===== config.mk =====
export PLATFORM = sky130hd
export DESIGN_NAME = ccff_bitstream_loader
export DESIGN_NICKNAME = d
export VERILOG_FILES = /design/src/rtl/ccff_bitstream_loader.sv
export SDC_FILE = /design/constraint.sdc
export NUM_CORES = 1
export LEC_CHECK = 0
export CELL_PAD_IN_SITES_DETAIL_PLACEMENT = 1
export CELL_PAD_IN_SITES_GLOBAL_PLACEMENT = 1
export CORE_UTILIZATION = 30
export CTS_CLUSTER_DIAMETER = 80
export DETAILED_ROUTE_END_ITERATION = 6
export PLACE_DENSITY_LB_ADDON = 0.1
export SLEW_MARGIN = 30
export SYNTH_ARGS = -nofsm -noshare
export SYNTH_HDL_FRONTEND = slang
export SYNTH_SLANG_ARGS = --single-unit

===== constraint.sdc =====
create_clock -name prog_clk -period 2.3 [get_ports prog_clk]
set_input_delay 0.345 -clock prog_clk [delete_from_list [all_inputs] [get_ports prog_clk]]
set_output_delay 0.345 -clock prog_clk [all_outputs]
set_load 0.005 [all_outputs]

===== src/rtl/ccff_bitstream_loader.sv =====
// ccff_bitstream_loader: streams host words MSB-first into a ccff configuration chain.
// Optional readback of the chain tail is enabled by defining CCFF_READBACK_EN.
module ccff_bitstream_loader #(
   parameter int CHAIN_LEN = 42,
   parameter int WORD_W    = 8
) (
   input  logic              prog_clk,
   input  logic              pReset,
   input  logic              start,
   input  logic [WORD_W-1:0] in_data,
   input  logic              in_valid,
   output logic              in_ready,
   output logic              ccff_head,
   output logic              ccff_shift_en,
   input  logic              ccff_tail,
   output logic              busy,
   output logic              done
`ifdef CCFF_READBACK_EN
   ,
   output logic [WORD_W-1:0] rb_data,
   output logic              rb_valid
`endif
);
   localparam int LW = $clog2(CHAIN_LEN + 1);
   localparam int CW = $clog2(WORD_W + 1);

   typedef enum logic [1:0] {IDLE, LOAD, DONE} state_t;

   state_t            state;
   logic [WORD_W-1:0] word_buf;
   logic [CW-1:0]     buf_cnt;
   logic [LW-1:0]     bits_left;
   logic              issue;
   logic              last_bit;
   logic              accept;

   assign issue    = state == LOAD && buf_cnt != '0 && bits_left != '0;
   assign last_bit = issue && bits_left == LW'(1);
   // A refill on the last buffered bit is skipped when that bit also ends the chain.
   assign in_ready = state == LOAD &&
                     ((buf_cnt == '0 && bits_left != '0) || (buf_cnt == CW'(1) && issue && !last_bit));
   assign accept   = in_valid && in_ready;

   always_ff @(posedge prog_clk or posedge pReset) begin
      if (pReset) begin
         state         <= IDLE;
         word_buf      <= '0;
         buf_cnt       <= '0;
         bits_left     <= '0;
         ccff_head     <= 1'b0;
         ccff_shift_en <= 1'b0;
         busy          <= 1'b0;
         done          <= 1'b0;
      end else begin
         ccff_shift_en <= issue;
         if (issue)
            ccff_head <= word_buf[WORD_W-1];
         case (state)
            IDLE: begin
               if (start) begin
                  state     <= LOAD;
                  busy      <= 1'b1;
                  word_buf  <= '0;
                  buf_cnt   <= '0;
                  bits_left <= LW'(CHAIN_LEN);
               end
            end
            LOAD: begin
               if (issue)
                  bits_left <= bits_left - LW'(1);
               if (last_bit) begin
                  word_buf <= '0;
                  buf_cnt  <= '0;
               end else if (accept) begin
                  word_buf <= in_data;
                  buf_cnt  <= CW'(WORD_W);
               end else if (issue) begin
                  word_buf <= {word_buf[WORD_W-2:0], 1'b0};
                  buf_cnt  <= buf_cnt - CW'(1);
               end
               if (bits_left == '0) begin
                  state <= DONE;
                  done  <= 1'b1;
               end
            end
            DONE: begin
               state <= IDLE;
               done  <= 1'b0;
               busy  <= 1'b0;
            end
            default: state <= IDLE;
         endcase
      end
   end

`ifdef CCFF_READBACK_EN
   logic [WORD_W-1:0] rb_sr;
   logic [WORD_W-1:0] rb_nxt;
   logic [CW-1:0]     rb_cnt;
   logic [CW-1:0]     rb_cnt_nxt;
   logic [CW-1:0]     rb_pad;

   always_comb begin
      rb_nxt     = ccff_shift_en ? {rb_sr[WORD_W-2:0], ccff_tail} : rb_sr;
      rb_cnt_nxt = ccff_shift_en ? rb_cnt + CW'(1) : rb_cnt;
      rb_pad     = CW'(WORD_W) - rb_cnt_nxt;
   end

   // The final shift lands on the LOAD->DONE edge, so the partial word appears in DONE.
   always_ff @(posedge prog_clk or posedge pReset) begin
      if (pReset) begin
         rb_sr    <= '0;
         rb_cnt   <= '0;
         rb_data  <= '0;
         rb_valid <= 1'b0;
      end else begin
         rb_valid <= 1'b0;
         if (state == IDLE && start) begin
            rb_sr  <= '0;
            rb_cnt <= '0;
         end else if (rb_cnt_nxt == CW'(WORD_W)) begin
            rb_data  <= rb_nxt;
            rb_valid <= 1'b1;
            rb_sr    <= '0;
            rb_cnt   <= '0;
         end else if (state == LOAD && bits_left == '0) begin
            if (rb_cnt_nxt != '0) begin
               rb_data  <= rb_nxt << rb_pad;
               rb_valid <= 1'b1;
            end
            rb_sr  <= '0;
            rb_cnt <= '0;
         end else begin
            rb_sr  <= rb_nxt;
            rb_cnt <= rb_cnt_nxt;
         end
      end
   end
`else
   logic unused_tail;
   assign unused_tail = ccff_tail;
`endif
endmodule


**Word-level counts from Yosys, hierarchy flattened**

Index checks and enable logic that the tools add are counted.

- Output and inout bits: 5
- Word-level logic and storage cells: 61
- Input bits: 13
- Register bits: 24

- $add $sub $neg: 2
- Eq/ne operators: 8
- Multiplexer cells: 20
- Reduce and logical (&&, ||, !) cells: 23

Operator list:

| kind | count |
|---|---|
| $mux W8 | 4 |
| $mux W4 | 4 |
| $pmux W8 S2 | 1 |
| $mux W6 | 2 |
| $pmux W6 S2 | 1 |
| $logic_and A1 B1 Y1 | 8 |
| $pmux W4 S2 | 1 |
| $eq A6 B1 Y1 const B | 1 |
| $logic_not A6 Y1 | 1 |
| $reduce_and A2 Y1 | 3 |
| $reduce_and A3 Y1 | 2 |
| $reduce_bool A2 Y1 | 3 |
| $reduce_bool A6 Y1 | 1 |
| $sub A6 B1 Y6 const B | 1 |
| $eq A4 B1 Y1 const B | 1 |
| $logic_not A4 Y1 | 1 |
| $mux W2 | 2 |
| $ne A2 B2 Y1 const B | 2 |
| $ne A4 B4 Y1 const B | 1 |
| $pmux W1 S2 | 2 |
| $pmux W2 S2 | 1 |
| $reduce_bool A4 Y1 | 1 |
| $sub A4 B1 Y4 const B | 1 |
| $eq A2 B1 Y1 const B | 1 |
| other kinds (6) | 7 |

**Depth between registers and ports, before layout**

Gate-level depths: netlist of run 1.

- Depth after elaboration: 12
- Mapped depth: 8
- Mapped depth without buffers: 8

**Worst setup path before layout of run 1**

OpenSTA, ideal clock, no wires.

- Kind: register to register
- Start point: register buf_cnt[0]
- End point: register buf_cnt[2]
- Cell stages (with the launch flop): 8
- Slack: 444 ps
- Arrival: 1791 ps
- Required time: 2236 ps
- Buffers on the path: 0
- Period minus slack after synthesis: 1856 ps
- Library setup time: 64 ps
- Cells stage by stage: dfrtp_1 -> inv_1 -> ha_1 -> or3b_1 -> a41oi_1 -> o21ai_1 -> nor4b_2 -> a211o_1

- Cells in the longest elaborated chain, start to end: 12
- Elaborated cells on any way between the ends: 20
- Those cells by class: add/sub: 1; eq/ne: 2; mux: 4; reduce/logical: 13

RTL lines:

| item | line | RTL |
|---|---|---|
| from (decl) | 31 | `logic [CW-1:0] buf_cnt;` |
| from (signal assigned) | 76 | `buf_cnt <= CW'(WORD_W);` |
| from (signal assigned) | 79 | `buf_cnt <= buf_cnt - CW'(1);` |
| $reduce_bool A4 Y1 | 37 | `assign issue = state == LOAD && buf_cnt != '0 && bits_left != '0;` |
| $logic_and A1 B1 Y1 (2 in series) | 37 |  |
| $logic_and A1 B1 Y1 | 38 | `assign last_bit = issue && bits_left == LW'(1);` |
| $logic_not A1 Y1 | 41 | `((buf_cnt == '0 && bits_left != '0) \|\| (buf_cnt == CW'(1) && issue && !last_bit));` |
| $logic_and A1 B1 Y1 | 41 |  |
| $logic_or A1 B1 Y1 | 41 |  |
| $logic_and A1 B1 Y1 | 40 | `assign in_ready = state == LOAD &&` |
| $logic_and A1 B1 Y1 | 42 | `assign accept = in_valid && in_ready;` |
| $mux W4 | 74 | `end else if (accept) begin` |
| $mux W4 | 71 | `if (last_bit) begin` |
| $pmux W4 S2 | 58 | `case (state)` |

Several ways; a longest one is shown, not always the timed one. The select of a mux whose other input is x is not followed.
A chain may end at the register's enable or synchronous reset.

**Worst setup path in the final report of run 1**

- Start point: register buf_cnt[1]
- End point: output port in_ready

- Cells in the longest elaborated chain, start to end: 8
- Elaborated cells on any way between the ends: 12
- Those cells by class: eq/ne: 1; reduce/logical: 11

RTL lines:

| item | line | RTL |
|---|---|---|
| $reduce_bool A4 Y1 | 37 |  |
| $logic_and A1 B1 Y1 (2 in series) | 37 |  |
| $logic_and A1 B1 Y1 | 38 |  |
| $logic_not A1 Y1 | 41 |  |
| $logic_and A1 B1 Y1 | 41 |  |
| $logic_or A1 B1 Y1 * | 41 |  |
| $logic_and A1 B1 Y1 * | 40 |  |
| to (decl) | 12 | `output logic in_ready,` |

Every way passes the cells marked *; elsewhere a longest branch is shown, timed or not.

==> out/summary.json, run 1 <==
{
  "run_status": "completed",
  "grt_max_degree": 25,
  "cts_buffers": 3,
  "synth-main-ff-cell": "dfrtp_1",
  "skew_ps": 5.52,
  "final_util_pct": 38.9,
  "num-nets-final": 169,
  "die_width_um": 68.4,
  "cts.sink_count": 24,
  "cts.path.max_buffers": 2,
  "max_cap_violations": 0,
  "tritoncts": "built",
  "cts_root_buffer": "clkbuf_8",
  "setup_viol_count_final": 0,
  "die_area_um2": 4680,
  "globalRoute.totalOverflow": 0,
  "count_of_synthesis_stage_warnings_from_yosys": 0,
  "finalWorstPathRequiredPeriod_ps": 2060,
  "p_leak_nw": 0.720,
  "hp-class": "in -> async",
  "setup_slack_ps": 238,
  "synth-async-reset-ratio_pct": 100,
  "dp_hpwl_um": 2340,
  "finalHoldViolations": 0,
  "placeableCoreArea_um2": 4120,
  "antenna_violating_nets_post_route": 0,
  "via_count_of_the_first_global_routing_pass": 1099,
  "worst-path-max-fanout": 4,
  "viasPerCell": 5.25,
  "yosysSeqAreaShare_pct": 45.4,
  "peakVddDrop_v": 0.000579,
  "diodes": 0,
  "place_ws_ps": 208,
  "net_count_of_the_mapped_netlist": 146,
  "area.growth.synth_to_final_pct": 21.1,
  "final.fill_count": 480,
  "critical_path_class": "reg -> out",
  "htreeDepth": 1,
  "synth_largest_type_area_fraction_pct": 45.4,
  "slew_violations": 0,
  "worst_path_arrival_ps": 1720,
  "synth_top_cells_by_area": "dfrtp_1 (45%), mux2i_1 (5.3%), ha_1 (4.7%)",
  "place.port_buffers": 16,
  "post_drt_wl_per_cell_um": 15.8,
  "ctsHoldBuffers": 0,
  "clk_latency_ps": 270,
  "post-route-drc-count": 0,
  "fin_crit_sh_pct": 89.7,
  "grt_pass1_wl_um": 5460,
  "postSynthRegisterBits": 24,
  "placement_rows": 23,
  "die_height_um": 68.4,
  "vias": 1045,
  "rsz0062_at_grt": "no",
  "boundaryPins": 18,
  "synth_top_cell_by_area": "dfrtp_1",
  "clk_pin_slew_worst_paths_ps": 90,
  "synth.cell_area_um2": 1320,
  "power-per-cell-area_nw_per_um2": 1350,
  "slew_headroom_pct": 61.8,
  "cell_count_after_synthesis": 128,
  "worst_slew_pin_slew_ps": 567,
  "achievable_clock_frequency_mhz": 485,
  "post_route_cells_drive_above_1_share_pct": 12.1,
  "finalWeightedCongestion": 0.751,
  "syn_avg_cell_area_um2": 10.3,
  "antenna_found_initial": 0,
  "post-layout-total-power_mw": 2.17,
  "finalWirelength_um": 3140,
  "critPathCaptureType": "output port",
  "grt_usage_pct": 16.1,
  "first_iter_violations": 49,
  "critPathLaunchType": "register",
  "number_of_enable_flip_flop_cells_after_synthesis": 0,
  "synth_cell_types": 40,
  "dr.pass1.iters": 4,
  "initial_core_utilization_pct": 32.2,
  "finalSetupTns_ps": 0,
  "worstPathRequired_ps": 1960,
  "hold_slack_ps": 425
}
[flip-flops by register name, summed over array words and instances (netlist names)]
register,flops
word_buf,8
bits_left,6
buf_cnt,4
state,2
busy,1
ccff_head,1
ccff_shift_en,1
done,1
[stage by stage]
| stage | instance area [um2] | std cells |
|---|---|---|
| after floorplan | 1320 | 128 |
| after global placement | 1550 | 195 |
| after detailed placement | 1550 | 195 |
| after CTS | 1600 | 199 |
| after global routing | 1600 | 199 |
| final | 1600 | 199 |
[final cells by class]
class	instances	area, um2	share of cell area [%]
timing repair buffer	21	196	12.3
tap	50	62.6	3.90
sequential	24	601	37.5
inverter	8	30.0	1.87
multi-input combinational	93	672	41.9
clock buffer	3	41.3	2.58
[critical path, stage by stage (launching register included)]
cell	delay, ps
dfrtp_1	410
inv_1	120
ha_2	220
nand2b_1	160
a21boi_4	90
nor3_1	190
dlygate4sd2_1	260
[kinds of logic after synthesis]
group                      synth area share (%)
buffers and inverters                      4.06
DFF                                        45.4
adders and majority gates                  4.73
AOI/OAI and AO/OA                          20.2
and+or+nand+nor                            18.6
muxes                                      6.99
[report_power, final]
part	internal, mW	switching [mW]	leakage (nW)
Sequential	0.597	0.179	0.291
Combinational	0.504	0.632	0.407
Clock	0.117	0.137	0.0216
[worst paths after layout]
kind | cells past startpoint | endpoint | from | slack [ps]
max in group asynchronous | 3 | state[0] | pReset | 1620
max reg2reg | 7 | buf_cnt[2] | buf_cnt[1] | 250
min in group prog_clk | 2 | ccff_head | word_buf[7] | 480
max | 6 | in_ready | buf_cnt[1] | 240
min | 3 | word_buf[5] | pReset | 420
min reg2reg | 2 | ccff_head | word_buf[7] | 480
[Yosys cell counts, drive strengths merged, types with 2 or more instances]
library cell,number
nor2,9
a21oi,4
nor3,4
nand2,13
ha,5
inv,8
o21ai,14
o2bb2ai,7
mux2i,7
mux2,2
buf,2
nand2b,3
o211ai,2
o21bai,2
dfrtp,24
nand3,2
a211o,2
nor3b,2
[timing repair]
item	CTS	global route
buffers inserted	1	0
resized for setup	3	0
endpoints found under the setup margin	1	0
[cells in the final DEF, fill, tap and decap left out, types with 2 or more instances in the layout]
cell type,instances
dfrtp_1,24
clkdlybuf4s50_1,15
nand2_1,13
o21ai_0,12
nor2_1,8
inv_1,7
mux2i_1,7
o2bb2ai_1,7
buf_4,5
nor3_1,4
a21oi_1,4
ha_1,4
nand2b_1,3
clkbuf_8,3
nor3b_1,2
a211o_1,2
nand3_1,2
o211ai_1,2
[metal layers]
layer	GRT usage [%]	wire length, um
met4	3.13	14
met1	21.5	1460
met2	26.3	1590
met5	0	0
met3	3.50	81
Power figures use the tool's default switching activity.
==> run 2: changes to the inputs <==
--- a/config.mk
+++ b/config.mk
@@ -7,6 +7,7 @@
 export LEC_CHECK = 0
 export CELL_PAD_IN_SITES_DETAIL_PLACEMENT = 1
 export CELL_PAD_IN_SITES_GLOBAL_PLACEMENT = 1
+export CORE_MARGIN = 2
 export CORE_UTILIZATION = 30
 export CTS_CLUSTER_DIAMETER = 80
 export DETAILED_ROUTE_END_ITERATION = 6
==> run 2 against run 1 <==
Fmax rose by 0.22%; utilization fell by 0.89 points; clock power rose by 15%; sequential power fell by 0.5%; register-to-register slack improved by 40 ps; critical path depth fell by 2; cell area rose by 2.0%; sequential share of layout area fell by 0.72 points; combinational power barely moved; flip-flop and latch count did not move; die area rose by 5.9%; clock skew fell by 1.4 ps; largest power group unchanged.
==> out/summary.json, run 2 (synthesis results as in run 1) <==
{
  "finalWirelength": {"value": 3050, "unit": "um", "change": "-3.1%"},
  "finalSetupTns": {"value": 0, "unit": "ps", "change": "unchanged"},
  "timing.rr.start": "buf_cnt[1]",
  "multiInputGateArea": {"value": 679, "unit": "um2", "change": "+1.1%"},
  "via_count_of_the_first_global_routing_pass": {"value": 1141, "change": "+3.8%"},
  "achievable_clock_frequency": {"value": 486, "unit": "MHz", "change": "+0.22%"},
  "hp-class": "in -> async",
  "flip_flop_count_of_the_largest_register_after_layout": {"value": 8, "change": "unchanged"},
  "largest_register": "word_buf",
  "layout.cells.most_common_list": "dfrtp_1 (24), clkdlybuf4s50_1 (15), nand2_1 (13)",
  "critPathCaptureType": "output port",
  "diodes": {"value": 0, "change": "unchanged"},
  "placeableCoreArea": {"value": 4290, "unit": "um2", "change": "+4.3%"},
  "dpl.cell_count": {"value": 198, "change": "+1.5%"},
  "initial_core_utilization": {"value": 30.8, "unit": "%", "change": "-1.3 points"},
  "finalHoldViolations": {"value": 0, "change": "unchanged"},
  "cts.sink_count": {"value": 24, "change": "unchanged"},
  "cts.path.max_buffers": {"value": 2, "change": "unchanged"},
  "power-per-cell-area": {"value": 1350, "unit": "nW/um2", "change": "about the same"},
  "clk_latency": {"value": 270, "unit": "ps", "change": "about the same"},
  "num-nets-final": {"value": 170, "change": "+0.59%"},
  "peakVddDrop": {"value": 0.000483, "unit": "V", "change": "-17%"},
  "seq_area": {"value": 601, "unit": "um2", "change": "unchanged"},
  "run_status": "completed",
  "htreeDepth": {"value": 1, "change": "unchanged"},
  "finalWorstPathRequiredPeriod": {"value": 2060, "unit": "ps", "change": "-4.53 ps"},
  "reg2regPathDepth": {"value": 7, "change": "unchanged"},
  "placed_area": {"value": 1560, "unit": "um2", "change": "+0.64%"},
  "tritoncts": "built",
  "post_drt_wl_per_cell": {"value": 15.0, "unit": "um", "change": "-5.0%"},
  "ctsHoldBuffers": {"value": 0, "change": "unchanged"},
  "post-route-drc-count": {"value": 0, "change": "unchanged"},
  "slew_headroom": {"value": 66.1, "unit": "%", "change": "+4.3 points"},
  "die_width": {"value": 70.4, "unit": "um", "change": "+2.9%"},
  "critPathLaunchType": "register",
  "antenna_violating_nets_post_route": {"value": 0, "change": "unchanged"},
  "worst-path-max-fanout": {"value": 7, "change": "+3"},
  "post-route-cell-area": {"value": 1630, "unit": "um2", "change": "+2.0%"},
  "die_height": {"value": 70.4, "unit": "um", "change": "+2.9%"},
  "final_util": {"value": 38.1, "unit": "%", "change": "-0.89 points"},
  "antenna_found_initial": {"value": 0, "change": "unchanged"},
  "clk_pin_slew_worst_paths": {"value": 90, "unit": "ps", "change": "about the same"},
  "r2r-end": "buf_cnt[3]",
  "timing.reg2reg.setup_slack": {"value": 290, "unit": "ps", "change": "+40 ps"},
  "post_route_cells_drive_above_1_share": {"value": 13.9, "unit": "%", "change": "+1.8 points"},
  "place.port_buffers": {"value": 16, "change": "unchanged"},
  "worstPathRequired": {"value": 1960, "unit": "ps", "change": "about the same"},
  "boundaryPins": {"value": 18, "change": "unchanged"},
  "area.growth.synth_to_final_pct": 23.4,
  "dp_hpwl": {"value": 2280, "unit": "um", "change": "-2.6%"},
  "cts_root_buffer": "clkbuf_8",
  "dr.pass1.iters": {"value": 3, "change": "-1"},
  "grt_pass1_wl": {"value": 5500, "unit": "um", "change": "+0.77%"},
  "cp-startpoint": "bits_left[2]",
  "first_iter_violations": {"value": 27, "change": "-45%"},
  "skew": {"value": 4.13, "unit": "ps", "change": "-1.39 ps"},
  "worst_path_arrival": {"value": 1710, "unit": "ps", "change": "about the same"},
  "grt_max_degree": {"value": 25, "change": "unchanged"},
  "viasPerCell": {"value": 5.16, "change": "-1.8%"},
  "rsz0062_at_grt": "no",
  "critical_path_class": "reg -> out",
  "p_leak": {"value": 0.736, "unit": "nW", "change": "+2.2%"},
  "globalRoute.totalOverflow": {"value": 0, "change": "unchanged"},
  "vias": {"value": 1047, "change": "+0.19%"},
  "fin_crit_sh": {"value": 89.5, "unit": "%", "change": "-0.20 points"},
  "cts_buffers": {"value": 3, "change": "unchanged"},
  "slew_violations": {"value": 0, "change": "unchanged"},
  "place_ws": {"value": 245, "unit": "ps", "change": "+37.3 ps"},
  "setup_slack": {"value": 242, "unit": "ps", "change": "+4.53 ps"},
  "die_area": {"value": 4960, "unit": "um2", "change": "+5.9%"},
  "finish.cell_count_without_fillers": {"value": 203, "change": "+2.0%"},
  "setup_viol_count_final": {"value": 0, "change": "unchanged"},
  "max_cap_violations": {"value": 0, "change": "unchanged"},
  "grt_usage": {"value": 13.8, "unit": "%", "change": "-2.2 points"},
  "final.fill_count": {"value": 489, "change": "+1.9%"},
  "worst_slew_pin_slew": {"value": 504, "unit": "ps", "change": "-63.8 ps"},
  "placement_rows": {"value": 24, "change": "+4.3%"},
  "layout.cells.most_common": "dfrtp_1",
  "reg.largest.list": "word_buf: 8 flops, bits_left: 6 flops, buf_cnt: 4 flops",
  "finalWeightedCongestion": {"value": 0.710, "change": "-5.4%"}
}
run 2: cell types whose count changed in the layout (fill, tap and decap cells not counted), sizes merged:
cell / change
clkbuf: +1
buf: +1
run 2: stage by stage:
stage	power, mW	hold WS (ps)
3_5_place_dp	1.91	459
2_1_floorplan	1.55	360
4_1_cts	2.24	442
3_3_place_gp	1.86	453
6_report	2.21	430
5_1_grt	2.44	478
run 2: report_power, final:
part	switching, mW	total, mW	internal [mW]
Sequential	0.175	0.771	0.597
Clock	0.140	0.293	0.153
Combinational	0.619	1.14	0.524
Total	0.934	2.21	1.27
run 2: worst max path at each step:
stage                 end  cells after the start
2_1_floorplan  buf_cnt[2]                      7
3_3_place_gp     in_ready                      6
3_5_place_dp     in_ready                      6
4_1_cts          in_ready                      4
5_1_grt        buf_cnt[3]                      7
6_report         in_ready                      4
run 2: layer usage:
layer / vias to the layer above / track usage (%) / share of wire [%]
met2: 9 / 22.9 / 48
met3: 4 / 2.31 / 2.4
met5: - / 0 / 0
met4: 0 / 3.21 / 0.82
li1: 507 / - / -
met1: 527 / 18.9 / 48
run 2: area by class of cell:
type,count,share of cell area (%)
tap,52,3.98
inverter,8,1.84
clock buffer,4,3.37
sequential,24,36.8
multi-input combinational,93,41.6
timing repair buffer,22,12.5
run 2: worst max-delay path, stage by stage, from the launching register on:
cell and delay (ps):
dfrtp_1 480, nor4_4 320, a21boi_4 290, nor3_1 90, dlygate4sd2_1 260
run 2: what timing repair did:
action	4_1_cts	5_1_grt
resized for setup	4	0
endpoints found under the setup margin	1	0
buffers inserted	1	0
